$ cat config.mk
export PLATFORM = sky130hd
export DESIGN_NAME = gbe_read_depacketizer
export DESIGN_NICKNAME = d
export VERILOG_FILES = /design/src/rtl/gbe_read_depacketizer.sv
export SDC_FILE = /design/constraint.sdc
export NUM_CORES = 1
export LEC_CHECK = 0
export ABC_AREA = 0
export ABC_CLOCK_PERIOD_IN_PS = 21300
export CORE_ASPECT_RATIO = 2
export CORE_MARGIN = 3
export CORE_UTILIZATION = 56
export DETAILED_ROUTE_END_ITERATION = 10
export GPL_TIMING_DRIVEN = 0
export PLACE_DENSITY = 0.95
export RECOVER_POWER = 50
export SLEW_MARGIN = 20
export SYNTH_ARGS = -nofsm -noshare
export SYNTH_HDL_FRONTEND = slang
export SYNTH_SLANG_ARGS = --single-unit
$ cat constraint.sdc
create_clock -name clk -period 21.3 [get_ports clk]
set_input_delay 6.39 -clock clk [delete_from_list [all_inputs] [get_ports clk]]
set_output_delay 6.39 -clock clk [all_outputs]
set_load 0.02 [all_outputs]
$ cat src/rtl/gbe_read_depacketizer.sv
// Reassembles a byte stream from the TGE core into MSB-first DOUT_WIDTH words, with source filtering and frame length/error checks.
// One-cycle registered output latency per completed word or frame end; there is no backpressure, so dout_valid is a strobe.
module gbe_read_depacketizer #(
  parameter int DOUT_WIDTH = 128
) (
  input  logic                  clk,
  input  logic                  rst,
  input  logic [7:0]            rx_data,
  input  logic                  rx_valid,
  input  logic                  rx_eof,
  input  logic                  rx_bad_frame,
  input  logic [31:0]           rx_source_ip,
  input  logic [15:0]           rx_source_port,
  input  logic [31:0]           config_rx_src_ip,
  input  logic [31:0]           config_rx_src_port,
  input  logic                  config_filter_en,
  input  logic [31:0]           pkt_len,
  output logic [DOUT_WIDTH-1:0] dout,
  output logic                  dout_valid,
  output logic                  dout_last,
  output logic                  dout_err,
  output logic [31:0]           pkt_count,
  output logic [31:0]           drop_count
);

  localparam int B  = DOUT_WIDTH / 8;
  localparam int PW = (B > 1) ? $clog2(B) : 1;

  typedef enum logic [1:0] {IDLE, RECV, DROP} state_t;

  state_t                state, state_nxt;
  logic [31:0]           byte_cnt, cnt_nxt;
  logic [PW-1:0]         wpos;
  logic [DOUT_WIDTH-1:0] acc, acc_nxt;
  logic                  accept, mismatch, word_done, frame_err;

  logic unused_ok;
  assign unused_ok = ^config_rx_src_port[31:16];

  always_comb begin
    state_nxt = state;
    accept    = 1'b0;
    mismatch  = 1'b0;
    cnt_nxt   = byte_cnt;
    acc_nxt   = acc;
    case (state)
      IDLE: begin
        if (rx_valid) begin
          mismatch = config_filter_en &&
                     ((rx_source_ip != config_rx_src_ip) ||
                      (rx_source_port != config_rx_src_port[15:0]));
          if (mismatch) begin
            state_nxt = rx_eof ? IDLE : DROP;
          end else begin
            accept    = 1'b1;
            cnt_nxt   = 32'd1;
            state_nxt = rx_eof ? IDLE : RECV;
          end
        end
      end
      RECV: begin
        if (rx_valid) begin
          accept  = 1'b1;
          cnt_nxt = byte_cnt + 32'd1;
          if (rx_eof) state_nxt = IDLE;
        end
      end
      DROP: begin
        if (rx_valid && rx_eof) state_nxt = IDLE;
      end
      default: state_nxt = IDLE;
    endcase

    // acc is cleared after every emitted word, so a short final word is already zero-filled
    if (accept) begin
      for (int k = 0; k < B; k++) begin
        if (wpos == PW'(k)) acc_nxt[DOUT_WIDTH-1-8*k -: 8] = rx_data;
      end
    end

    word_done = accept && (rx_eof || (wpos == PW'(B - 1)));
    frame_err = rx_bad_frame || (cnt_nxt != pkt_len + 32'd1);
  end

  always_ff @(posedge clk or posedge rst) begin
    if (rst) begin
      state      <= IDLE;
      byte_cnt   <= '0;
      wpos       <= '0;
      acc        <= '0;
      dout       <= '0;
      dout_valid <= 1'b0;
      dout_last  <= 1'b0;
      dout_err   <= 1'b0;
      pkt_count  <= '0;
      drop_count <= '0;
    end else begin
      state      <= state_nxt;
      byte_cnt   <= cnt_nxt;
      dout_valid <= word_done;
      dout_last  <= word_done && rx_eof;
      dout_err   <= word_done && rx_eof && frame_err;
      if (word_done) begin
        dout <= acc_nxt;
        acc  <= '0;
        wpos <= '0;
      end else if (accept) begin
        acc  <= acc_nxt;
        wpos <= wpos + PW'(1);
      end
      if (mismatch) begin
        drop_count <= drop_count + 32'd1;
      end else if (accept && rx_eof) begin
        if (frame_err) drop_count <= drop_count + 32'd1;
        else           pkt_count  <= pkt_count + 32'd1;
      end
    end
  end

endmodule
# Yosys cells after proc, flatten, opt, wreduce, memory -nomap -nowiden
# Cells that the tools add are included.
[op_classes] addsub=5 eq_ne=24 n_mux=42 n_bitwise=2 n_reduce_logical=17
[ops] operator="two-way mux 128 bit" n=3
[ops] operator="two-way mux 32 bit" n=6
[ops] operator="adder 32 x 1 -> 32 bit, second input constant" n=4
[ops] operator="two-way mux 8 bit" n=16
[ops] operator="!= test 32 bit" n=2
[ops] operator="one-hot mux 32 bit (2 select lines)" n=1
[ops] operator="== test 4 bit, second input constant" n=8
[ops] operator="== test 4 x 3 -> 1 bit, second input constant" n=4
[ops] operator="!= test 16 bit" n=1
[ops] operator="two-way mux 2 bit" n=6
[ops] operator="== test 4 x 2 -> 1 bit, second input constant" n=2
[ops] operator="two-way mux 4 bit" n=2
[ops] operator="!= test 2 bit, second input constant" n=4
[ops] operator="logical AND 1 bit" n=6
[ops] operator="two-way mux 1 bit" n=6
[ops] operator="one-hot mux 2 bit (3 select lines)" n=1
[ops] operator="nonzero test 2 bit" n=3
[ops] operator="adder 4 x 1 -> 4 bit, second input constant" n=1
[ops] operator="== test 4 x 1 -> 1 bit, second input constant" n=1
[ops] operator="logical NOT 4 bit" n=1
[ops] operator="AND reduction 4 bit" n=1
[ops] operator="logical OR 1 bit" n=3
[ops] operator="AND reduction 3 bit" n=1
[ops] operator="== test 2 x 1 -> 1 bit, second input constant" n=1
[ops] operator="5 further kinds" n=6
[word_totals] reg_bits=361 elab_cells=100

# Depth between registers and ports, before layout
[logic_depth] depth_word=11 ltp_mapped=15

# Least setup slack after synthesis
# No wires, ideal clock.
[synth_timing] path_kind="input to register" from="input pkt_len[0]" to="register drop_count[13]" setup_ps=129 arrival_time_ps=9456 setup_slack_ps=11714 cell_stages=12 n_path_buf=1 path_cell_list="ha_1 nand4_2 or4_4 nor3b_1 xor2_1 mux2_2 o311ai_0 nor4_4 a21boi_1 buf_2 o2111ai_1 xnor2_1"
[synth_via] elab_chain_len=5
[synth_lines] element="start, declared" line_no="17" text="input logic [31:0] pkt_len,"
[synth_lines] element="adder 32 x 1 -> 32 bit" line_no="82" text="frame_err = rx_bad_frame || (cnt_nxt != pkt_len + 32'd1);"
[synth_lines] element="!= test 32 bit" line_no="82"
[synth_lines] element="logical OR 1 bit" line_no="82"
[synth_lines] element="nonzero test 2 bit (no line)"
[synth_lines] element="AND reduction 2 bit (no line)"
[synth_lines] element="end signal, assigned" line_no="112" text="drop_count <= drop_count + 32'd1;"
[synth_lines] element="end signal, assigned" line_no="114" text="if (frame_err) drop_count <= drop_count + 32'd1;"
[synth_lines] element="end, declared" line_no="23" text="output logic [31:0] drop_count"
# Every way passes these cells.
# A chain may end at the register's enable or synchronous reset.

==> flow_metrics.py <==
metrics = {
    "route": {
        "viasPerCell": 6.219,
        "drt_pass1_iterations": 5,
        "detail-route-antenna-nets": 0,
        "drc": 0,
        "post_drt_wl_per_cell_um": 23.59,
        "via_count": 15820,
        "totalWireLength_mm": 60.02,
        "drtIter0Drc": 1091,
    },
    "worst_setup_path": {
        "crit_path_cell_trace": "dlygate4sd3_1 -> clkinvlp_2 -> clkbuf_1",
        "critPathLaunchType": "input port",
        "endpoint_kind": "async pin",
        "timing.critical_path.required_ps": 20570,
        "crit_arrival_ps": 12780,
        "crit_family": "buffers and inverters",
        "cp_slowest_stage_delay_ps": 4080,
        "timing_worst_setup_path_type": "input port to async pin",
        "reg2reg_depth": 14,
        "worst-path-stages": 3,
        "slowest_stage": "clkbuf_1",
        "rr_startpoint": "state[1]",
        "worst-r2r-setup-slack_ps": 16490,
        "path_max_fanout": 100,
        "r2r_end": "pkt_count[8]",
        "path_buf_inv": 3,
    },
    "sta": {
        "setup_viol": 0,
        "slew_headroom_pct": -278.2,
        "holdWs_ps": 462.4,
        "fin_tns_setup_ps": 0,
        "rsz0062_at_grt": "false",
        "slew_viol_final": 172,
        "max_freq_mhz": 74.04,
        "worst_slew_pin_slew_ps": 5673,
        "fin_crit_ps": 13510,
        "clock-skew-final_ps": 18.01,
        "finalHoldViolCount": 0,
        "finalCritPeriodShare_pct": 63.41,
    },
    "logic_synthesis": {
        "seq_area_frac_synth_pct": 52.23,
        "syn_area_mm2": 0.01730,
        "yosysWarningCount": 0,
        "avgSynthCellArea_um2": 9.689,
        "post-synth-top-area-cell": "dfrtp_1",
        "synth.distinct_cells": 77,
        "async_flop_share_pct": 100.0,
        "ys_ff_latch": 361,
        "synth_flop_cell": "dfrtp_1",
        "yosysMostFrequentCell": "dfrtp_1",
        "synth_top_area_share_pct": 52.23,
        "netlist_top_cells_area": "dfrtp_1 (52%), nor2_1 (5.6%), xor2_1 (4.8%)",
        "netlist_instances": 1785,
        "synth_common_cells": "dfrtp_1 (361), nor2_1 (256), nand2_1 (184), o21ai_0 (145), xor2_1 (94)",
        "synth.net_count": 1951,
        "synth_edf_count": 0,
    },
    "final_layout": {
        "drive_above_1_share_pct": 5.241,
        "syn_to_final_growth_pct": 28.78,
        "fillers": 2026,
        "instances_no_fill": 2544,
        "nets": 2315,
        "final_area_mm2": 0.02227,
    },
    "global_route": {
        "grt_use_total_pct": 36.01,
        "grt_max_degree": 110,
        "grt-ovfl-total": 0,
        "grt_first_pass_wirelength_mm": 91.27,
        "antenna_found_initial": 8,
        "grt_pass1_vias": 16470,
    },
    "die": {
        "pin_count": 353,
        "die_h_um": 254.5,
        "rows": 90,
        "die-width_um": 130.3,
        "core-area_mm2": 0.03029,
        "die-area_mm2": 0.03316,
        "initial_core_util_pct": 57.10,
    },
    "pwr": {
        "p_leak_uw": 0.01044,
        "peakVddDrop_uv": 77.64,
        "p_per_area_mw_per_mm2": 74.27,
    },
    "min_path": {
        "holdPathStages": 1,
        "hold_start": "drop_count[31]",
        "hp-class": "register to register",
        "hold_end": "drop_count[31]",
    },
    "clock_tree": {
        "cts_setup_buffers": 0,
        "clock-sinks": 361,
        "cts-root-buf": "clkbuf_16",
        "cts-resized-gates": 0,
        "cts_tree": "built",
        "cts-htree-levels": 2,
        "holdBufCountCts": 0,
        "clkTransAtPathRegs_ps": 60,
        "insertion_delay_ps": 540,
        "cts_buffer_depth": 3,
        "cts_buffers": 34,
    },
    "place": {
        "numPlacedInstances": 2481,
        "io_buffers": 325,
        "placed_area_mm2": 0.02110,
        "routabilityCongestion": 0.9862,
        "dp.final_hpwl_mm": 44.97,
    },
    "run": {
        "timing.max_cap.violations": 2,
    },
    "outcome": {
        "status": "complete, but fails checks",
        "violations": "capacitance limit, slew limit",
    },
}
## worst max path at each step
stage | startpoint | endpoint | slack, ps
4_1_cts | config_rx_src_ip[17] | pkt_count[8] | 10420
6_report | rst | dout[9] | 7790
5_1_grt | rst | dout[9] | 6670
3_5_place_dp | rx_source_ip[11] | pkt_count[5] | 10120
3_3_place_gp | rst | dout[34] | 1580
2_1_floorplan | rst | acc[0] | 4890
## registers in the layout, indices dropped and copies added, names as in the netlist
register / flops
state: 2
acc: 128
drop_count: 32
dout_err: 1
byte_cnt: 32
pkt_count: 32
wpos: 4
dout_last: 1
dout: 128
dout_valid: 1
## layer usage
metal,up-vias,part of all wire (%),track usage (%)
met4,14,7.7,23.19
met5,-,0.15,0
met3,289,6.9,7.671
met2,821,53,65.02
met1,7751,32,36.69
li1,6945,-,-
## per-stage QoR
step           power, uW  worst slack, ps  util, %
2_1_floorplan      883.5             4891        -
3_3_place_gp       993.3             1582    69.36
3_5_place_dp        1005            10120    69.66
4_1_cts             1657            10420    73.62
5_1_grt             1705             6672    73.53
6_report            1654             7793    73.53
## final cells by class
| cell class | instances | area, um2 | share of cell area [%] |
|---|---|---|---|
| inverter | 25 | 95.09 | 0.4269 |
| multi-input combinational | 1300 | 7780 | 34.93 |
| tap | 368 | 460.4 | 2.067 |
| clock buffer | 40 | 924.6 | 4.151 |
| buffer | 99 | 389.1 | 1.747 |
| antenna | 1 | 2.502 | 0.01124 |
| clock inverter | 22 | 275.3 | 1.236 |
| sequential | 361 | 9034 | 40.56 |
| timing repair buffer | 328 | 3312 | 14.87 |
## layout by cell type, fill, tap and decap left out, drive strengths merged, types with 8 or more instances in the layout
master	netlist	layout
ha	8	8
buf	15	17
nand3	62	62
clkinv	1	9
nor2	257	257
and2	25	25
dfrtp	361	361
clkbuf	84	125
and4	13	13
dlygate4sd3	0	98
o211ai	14	14
xnor2	62	62
nor4	36	36
or2	12	12
o21ai	151	151
inv	24	28
mux2i	76	76
xor2	94	94
nand4	44	44
a31oi	9	9
a21oi	82	82
or3	8	8
nor3	31	31
and3	22	22
nand2	184	184
clkdlybuf4s50	0	227
## logic make-up after synthesis
logic type               Yosys count  share of synthesized area [%]
multiplexers                      79                          4.594
buffers and inverters            124                          2.792
AO/OA/AOI/OAI                    332                          11.41
AND/OR/NAND/NOR                  724                          20.36
adder cells (fa/ha/maj)            8                         0.5788
flip-flops                       361                          52.23
XOR/XNOR                         157                          8.030
## power breakdown
group	leakage [uW]	total (uW)	internal (uW)	switching, uW
Sequential	0.00500	741	716	25.2
Clock	0.000586	658	378	280
Combinational	0.00486	256	95.1	161
Power figures use the tool's default switching activity.
